### config.mk
export PLATFORM = sky130hd
export DESIGN_NAME = cpr_rc_ring_counter
export DESIGN_NICKNAME = d
export VERILOG_FILES = /design/src/rtl/cpr_rc_ring_counter_pkg.sv /design/src/rtl/cpr_rc_ring_counter_sync_edge.sv /design/src/rtl/cpr_rc_ring_counter.sv
export SDC_FILE = /design/constraint.sdc
export NUM_CORES = 1
export LEC_CHECK = 0
export CAP_MARGIN = 20
export CORE_MARGIN = 2
export CORE_UTILIZATION = 45
export DETAILED_ROUTE_END_ITERATION = 10
export PLACE_DENSITY_LB_ADDON = 0.12
export SLEW_MARGIN = 20
export SYNTH_ARGS = -nofsm -noshare
export SYNTH_HDL_FRONTEND = slang
export SYNTH_SLANG_ARGS = --single-unit
### constraint.sdc
create_clock -name clk_i -period 1.8 [get_ports clk_i]
set_input_delay 0.36 -clock clk_i [delete_from_list [all_inputs] [get_ports clk_i]]
set_output_delay 0.36 -clock clk_i [all_outputs]
set_load 0.05 [all_outputs]
### src/rtl/cpr_rc_ring_counter_pkg.sv
// Shared types and default widths for the CPR ring-oscillator measurement stage.
package cpr_pkg;

  localparam int CPR_CNT_W         = 16;
  localparam int CPR_WIN_W         = 16;
  localparam int CPR_SETTLE_CYCLES = 8;
  localparam int CPR_SYNC_STAGES   = 2;

  typedef enum logic [1:0] {
    IDLE    = 2'd0,
    WARMUP  = 2'd1,
    MEASURE = 2'd2,
    DONE    = 2'd3
  } cpr_state_e;

  // Width needed to hold a down-counter load value n (at least one bit).
  function automatic int cnt_bits(input int n);
    return (n < 2) ? 1 : $clog2(n + 1);
  endfunction

endpackage

### src/rtl/cpr_rc_ring_counter_sync_edge.sv
// Synchroniser for the asynchronous ring output plus a one-cycle rising-edge pulse.
module cpr_sync_edge #(
  parameter int STAGES = 2
) (
  input  logic clk_i,
  input  logic rst_ni,
  input  logic async_i,
  output logic rise_o
);

  // CDC: the first stage samples an asynchronous signal and may go metastable.
  (* async_reg = "true" *) logic [STAGES-1:0] sync_q;
  logic sync_q_d;

  always_ff @(posedge clk_i or negedge rst_ni) begin
    if (!rst_ni) begin
      sync_q   <= '0;
      sync_q_d <= 1'b0;
    end else begin
      sync_q   <= {sync_q[STAGES-2:0], async_i};
      sync_q_d <= sync_q[STAGES-1];
    end
  end

  assign rise_o = sync_q[STAGES-1] & ~sync_q_d;

endmodule

### src/rtl/cpr_rc_ring_counter.sv
// CPR ring-oscillator edge counter: warm-up, windowed count, synchroniser drain, result hand-off.
// Optional slow-threshold comparator is built when CPR_THR_CMP_EN is defined.
module cpr_rc_ring_counter
  import cpr_pkg::*;
#(
  parameter int WIN_W         = CPR_WIN_W,
  parameter int CNT_W         = CPR_CNT_W,
  parameter int SETTLE_CYCLES = CPR_SETTLE_CYCLES,
  parameter int SYNC_STAGES   = CPR_SYNC_STAGES
) (
  input  logic             clk_i,
  input  logic             rst_ni,
  input  logic             start_i,
  input  logic [WIN_W-1:0] window_i,
  input  logic             rc_osc_i,
  output logic             pd_rc_o,
  output logic             busy_o,
  output logic [CNT_W-1:0] cnt_o,
  output logic             cnt_valid_o,
  input  logic             cnt_ready_i,
  output logic             overflow_o,
`ifdef CPR_THR_CMP_EN
  input  logic [CNT_W-1:0] thr_i,
  output logic             slow_o,
`endif
  output cpr_state_e       state_o
);

  localparam int ST_W = cnt_bits(SETTLE_CYCLES - 1);
  localparam int DR_W = cnt_bits(SYNC_STAGES);
  localparam logic [ST_W-1:0]  SETTLE_LOAD = ST_W'(SETTLE_CYCLES - 1);
  localparam logic [DR_W-1:0]  DRAIN_LOAD  = DR_W'(SYNC_STAGES);
  localparam logic [CNT_W-1:0] CNT_MAX     = {CNT_W{1'b1}};

  cpr_state_e       state_q;
  logic [WIN_W-1:0] win_q;
  logic [ST_W-1:0]  settle_q;
  logic [DR_W-1:0]  drain_q;
  logic             draining_q;
  logic [CNT_W-1:0] cnt_q;
  logic             ovf_q;
  logic             pd_q;
  logic             rise;
  logic [CNT_W-1:0] cnt_nxt;
  logic             ovf_nxt;
`ifdef CPR_THR_CMP_EN
  logic [CNT_W-1:0] thr_q;
  logic             slow_q;
`endif

  cpr_sync_edge #(.STAGES(SYNC_STAGES)) u_sync_edge (
    .clk_i   (clk_i),
    .rst_ni  (rst_ni),
    .async_i (rc_osc_i),
    .rise_o  (rise)
  );

  // Pulses are counted through the whole MEASURE state, including the drain
  // tail, so edges still travelling through the synchroniser are not lost.
  always_comb begin
    cnt_nxt = cnt_q;
    ovf_nxt = ovf_q;
    if (state_q == MEASURE && rise) begin
      if (cnt_q == CNT_MAX) ovf_nxt = 1'b1;
      else                  cnt_nxt = cnt_q + 1'b1;
    end
  end

  // Result handshake: cnt_valid_o is high for the whole DONE state and the
  // result fields are frozen; the transfer happens on a clock edge where
  // cnt_valid_o & cnt_ready_i, after which the block returns to IDLE.
  always_ff @(posedge clk_i or negedge rst_ni) begin
    if (!rst_ni) begin
      state_q    <= IDLE;
      win_q      <= '0;
      settle_q   <= '0;
      drain_q    <= '0;
      draining_q <= 1'b0;
      cnt_q      <= '0;
      ovf_q      <= 1'b0;
      pd_q       <= 1'b1;
`ifdef CPR_THR_CMP_EN
      thr_q      <= '0;
      slow_q     <= 1'b0;
`endif
    end else begin
      cnt_q <= cnt_nxt;
      ovf_q <= ovf_nxt;
      case (state_q)
        IDLE: begin
          if (start_i) begin
            win_q      <= window_i;
            cnt_q      <= '0;
            ovf_q      <= 1'b0;
            draining_q <= 1'b0;
            settle_q   <= SETTLE_LOAD;
`ifdef CPR_THR_CMP_EN
            thr_q      <= thr_i;
`endif
            if (window_i == '0) begin
              state_q <= DONE;
`ifdef CPR_THR_CMP_EN
              slow_q  <= (thr_i != '0);
`endif
            end else begin
              state_q <= WARMUP;
              pd_q    <= 1'b0;
            end
          end
        end
        WARMUP: begin
          if (settle_q == '0) state_q <= MEASURE;
          else                settle_q <= settle_q - 1'b1;
        end
        MEASURE: begin
          if (!draining_q) begin
            win_q <= win_q - 1'b1;
            if (win_q == WIN_W'(1)) begin
              draining_q <= 1'b1;
              drain_q    <= DRAIN_LOAD;
              pd_q       <= 1'b1;
            end
          end else if (drain_q == '0) begin
            state_q <= DONE;
`ifdef CPR_THR_CMP_EN
            slow_q  <= ~ovf_nxt & (cnt_nxt < thr_q);
`endif
          end else begin
            drain_q <= drain_q - 1'b1;
          end
        end
        DONE: begin
          if (cnt_ready_i) state_q <= IDLE;
        end
        default: state_q <= IDLE;
      endcase
    end
  end

  assign pd_rc_o     = pd_q;
  assign busy_o      = (state_q != IDLE);
  assign cnt_o       = cnt_q;
  assign cnt_valid_o = (state_q == DONE);
  assign overflow_o  = ovf_q;
  assign state_o     = state_q;
`ifdef CPR_THR_CMP_EN
  assign slow_o      = slow_q;
`endif

endmodule

==> reports/qor.yml <==
status: "completed"
path_buf_inv: 1
slew_headroom_pct: 66.72
synth_flop_cell: "dfrtp_1"
wirelength_um: 7594
grt_first_pass_wirelength_um: 12820
slowest_delay_ps: 490
p_clk_share_pct: 14.8
fin_crit_ps: 1776
reg2reg_from: "state_o[0]$_DFFE_PN0P_"
nets: 433
synthArstFlopShare_pct: 100.0
synth-xor-area-share_pct: 0
cts_sinks: 45
cp.depth: 6
cts_root_buf: "clkbuf_8"
required_ps: 2030
final-setup-viol-count: 0
r2r_end: "cnt_o[7]$_DFF_PN0_"
clk_latency_ps: 290
grt_max_degree: 33
pwr-share-seq_pct: 31.4
first_global_vias: 2616
ys_types: 56
crit_start: "state_o[0]$_DFFE_PN0P_"
ios: 43
hold_violations: 0
fin_skew_ps: 6.031
critPathSlowestCell: "or4_4"
endpoint: "cnt_o[7]$_DFF_PN0_"
synth_simple_gate_area_share_pct: 27.02
ys_seq_area_share_pct: 40.04
critPathArrivalTime_ps: 2010
hold_path_class: "in -> async"
antenna_found_initial: 0
synth_commonest_cells: "44 x dfrtp_1, 26 x a21oi_1, 24 x nand2_1, 24 x nor2_1, 18 x nand3_1"
drive_above_1_share_pct: 28.86
synth_top_area_share_pct: 39.11
cts_buffers: 5
endpoint_kind: "flip-flop"
cp_cell_sequence: "inv_4 > ha_4 > nand3b_4 > or3_4 > or4_4 > a21oi_2"
syn2layout_area_growth_pct: 38.00
die_area_mm2: 0.006905
hpwl_um: 5466
synth_adder_area_share_pct: 4.889
yosysTopAreaCell: "dfrtp_1"
vias_per_cell: 5.998
fillers: 518
overflow: 0
synth_top_family_by_area: "simple AND/OR/NAND/NOR gates"
grtUsageTotal_pct: 22.12
clkTransAtPathRegs_ps: 90
fin_cells: 477
reg2reg_slack_ps: 20
synth_most_common_cell: "dfrtp_1"
worstPathMaxFanout: 6
multiInputGateArea_mm2: 0.001699
worstSetupStartpointType: "flip-flop"
worstSetupPathType: "reg -> reg"
ir_drop_v: 0.001260
synth_area_leaders: "dfrtp_1 39%, ha_1 4.9%, a21oi_1 4.6%, nand3_1 3.2%, nand2_1 3.2%"
cts.path.max_buffers: 2
combPwrFrac_pct: 53.8
coreArea_mm2: 0.005991
postRouteAntennaNets: 0
max_freq_mhz: 562.9
fin_setup_tns_ps: 0
crit_family: "simple AND/OR/NAND/NOR gates"
power_per_cell_area_mw_per_mm2: 1325
die_w_um: 83.10
antennaDiodeCount: 0
maxCapViolCount: 0
swShare_pct: 42.22
syn_inst: 323
yosys_warnings: 0
start_util_pct: 46.99
gp_congestion: 0.8749
final_min_period_over_clock_period_pct: 98.69
dpl.cell_count: 463
synth_nets: 355
vias: 2861
io_buffer_count: 42
cts_tree: "built"
p_int_uw: 2973
wire_per_inst_um: 15.92
seq_area_mm2: 0.001135
avgSynthCellArea_um2: 8.716
row_count: 28
synth_compound_area_share_pct: 20.22
drtIter0Drc: 264
synthMuxAreaShare_pct: 2.889
leakage_uw: 0.001676
p_sw_uw: 2172
die_h_um: 83.10
tightest_slew_ps: 499.2
synth_edf_count: 0
hold_buffers: 0
drc: 0
report.final.slew_viol_count: 0
htree_num_levels: 2
drtPass1Iterations: 4
rr_worst_depth: 6
synth-seq-cells: 45
synth_area_mm2: 0.002815
rsz0062_at_grt: "true"
how the worst min path moves through the flow:
| stage | from | end | slack (ps) |
|---|---|---|---|
| 5_1_grt | rst_ni | cnt_o[7]$_DFF_PN0_ | 30 |
| 4_1_cts | rst_ni | cnt_o[7]$_DFF_PN0_ | 30 |
| 3_3_place_gp | rst_ni | cnt_o[7]$_DFF_PN0_ | 340 |
| 6_report | rst_ni | win_q[1]$_DFFE_PN0P_ | 20 |
| 2_1_floorplan | rst_ni | cnt_o[0]$_DFF_PN0_ | 60 |
| 3_5_place_dp | u_sync_edge.sync_q[0]$_DFF_PN0_ | u_sync_edge.sync_q[1]$_DFF_PN0_ | 340 |
state kept, by name, summed over array words and instances, names as in the netlist:
| name | count |
|---|---|
| drain_q | 2 |
| win_q | 16 |
| settle_q | 3 |
| cnt_o | 16 |
| draining_q | 1 |
| state_o | 2 |
| pd_rc_o | 1 |
| u_sync_edge.sync_q_d | 1 |
| overflow_o | 1 |
| u_sync_edge.sync_q | 2 |
timing repair:
item | CTS | global route
gates resized for setup | 1 | 18
gates cloned | 0 | 2
setup endpoints to repair | 1 | 19
buffers inserted | 0 | 4
pin swaps | 0 | 2
power groups by stage:
stage | combinational (uW) | clock [uW] | sequential, uW
floorplan | 1650 | 0 | 1640
finish | 2770 | 764 | 1610
global placement | 2510 | 0 | 1590
detailed placement | 2540 | 0 | 1590
CTS | 2560 | 774 | 1580
global route | 3020 | 822 | 1660
layout make-up:
type                       count  share of cell area [%]
multi-input combinational    245                   43.74
sequential                    45                   29.21
timing repair buffer          88                   20.19
tap                           75                   2.415
clock buffer                   6                   1.868
inverter                      16                   1.675
clock inverter                 2                  0.9018
worst reg2reg max path, cell delays in order, from the launching register on:
cell and delay (ps):
dfrtp_2 430, inv_4 70, ha_4 160, nand3b_4 80, or3_4 370, or4_4 490, a21oi_2 120
cells in the final DEF, fill, tap and decap left out, drive strengths merged, types with 2 or more instances in the layout:
master | Yosys | routed
a31oi | 8 | 8
o32ai | 2 | 2
a41oi | 2 | 2
or3 | 3 | 3
nor4 | 13 | 13
o211ai | 2 | 2
or4 | 6 | 6
nor3b | 2 | 2
dfrtp | 44 | 44
buf | 4 | 69
o22ai | 3 | 3
nand2 | 24 | 24
o21a | 4 | 4
nor2b | 3 | 3
and3 | 7 | 7
and2 | 5 | 6
clkdlybuf4s50 | 0 | 19
mux2i | 7 | 7
a211oi | 3 | 3
clkbuf | 15 | 6
and4 | 4 | 4
nor4b | 2 | 2
a21oi | 26 | 26
ha | 11 | 11
inv | 16 | 16
o21ai | 16 | 16
nor2 | 24 | 24
nand3b | 2 | 2
a2bb2oi | 3 | 3
a221oi | 3 | 3
mux2 | 1 | 2
o31ai | 5 | 5
o22a | 3 | 3
nor3 | 11 | 11
nand4 | 7 | 7
nand3 | 18 | 18
cell families after synthesis:
logic type,after synthesis
AND/OR/NAND/NOR,136
AO/OA/AOI/OAI,88
flip-flops,45
buffers and inverters,35
adder cells (fa/ha/maj),11
multiplexers,8
metal layers:
metal | routed length (um) | vias to the layer above | GRT usage, %
met1 | 3751 | 1404 | 33.88
met2 | 3362 | 77 | 32.48
met3 | 409 | 6 | 3.877
li1 | - | 1374 | -
met4 | 71 | 0 | 5.067
met5 | 0 | - | 0
through the flow:
stage	instance area [um2]	hold slack (ps)	util, %	power [uW]	worst slack, ps
2_1_floorplan	2913	64.41	-	3289	-200.8
3_5_place_dp	3654	338.0	60.99	4132	-56.99
5_1_grt	3885	34.12	64.85	5498	-58.56
3_3_place_gp	3654	344.9	60.99	4096	-62.85
6_report	3885	21.79	64.85	5146	23.63
4_1_cts	3761	25.55	62.78	4909	7.517
Power figures use the tool's default switching activity.
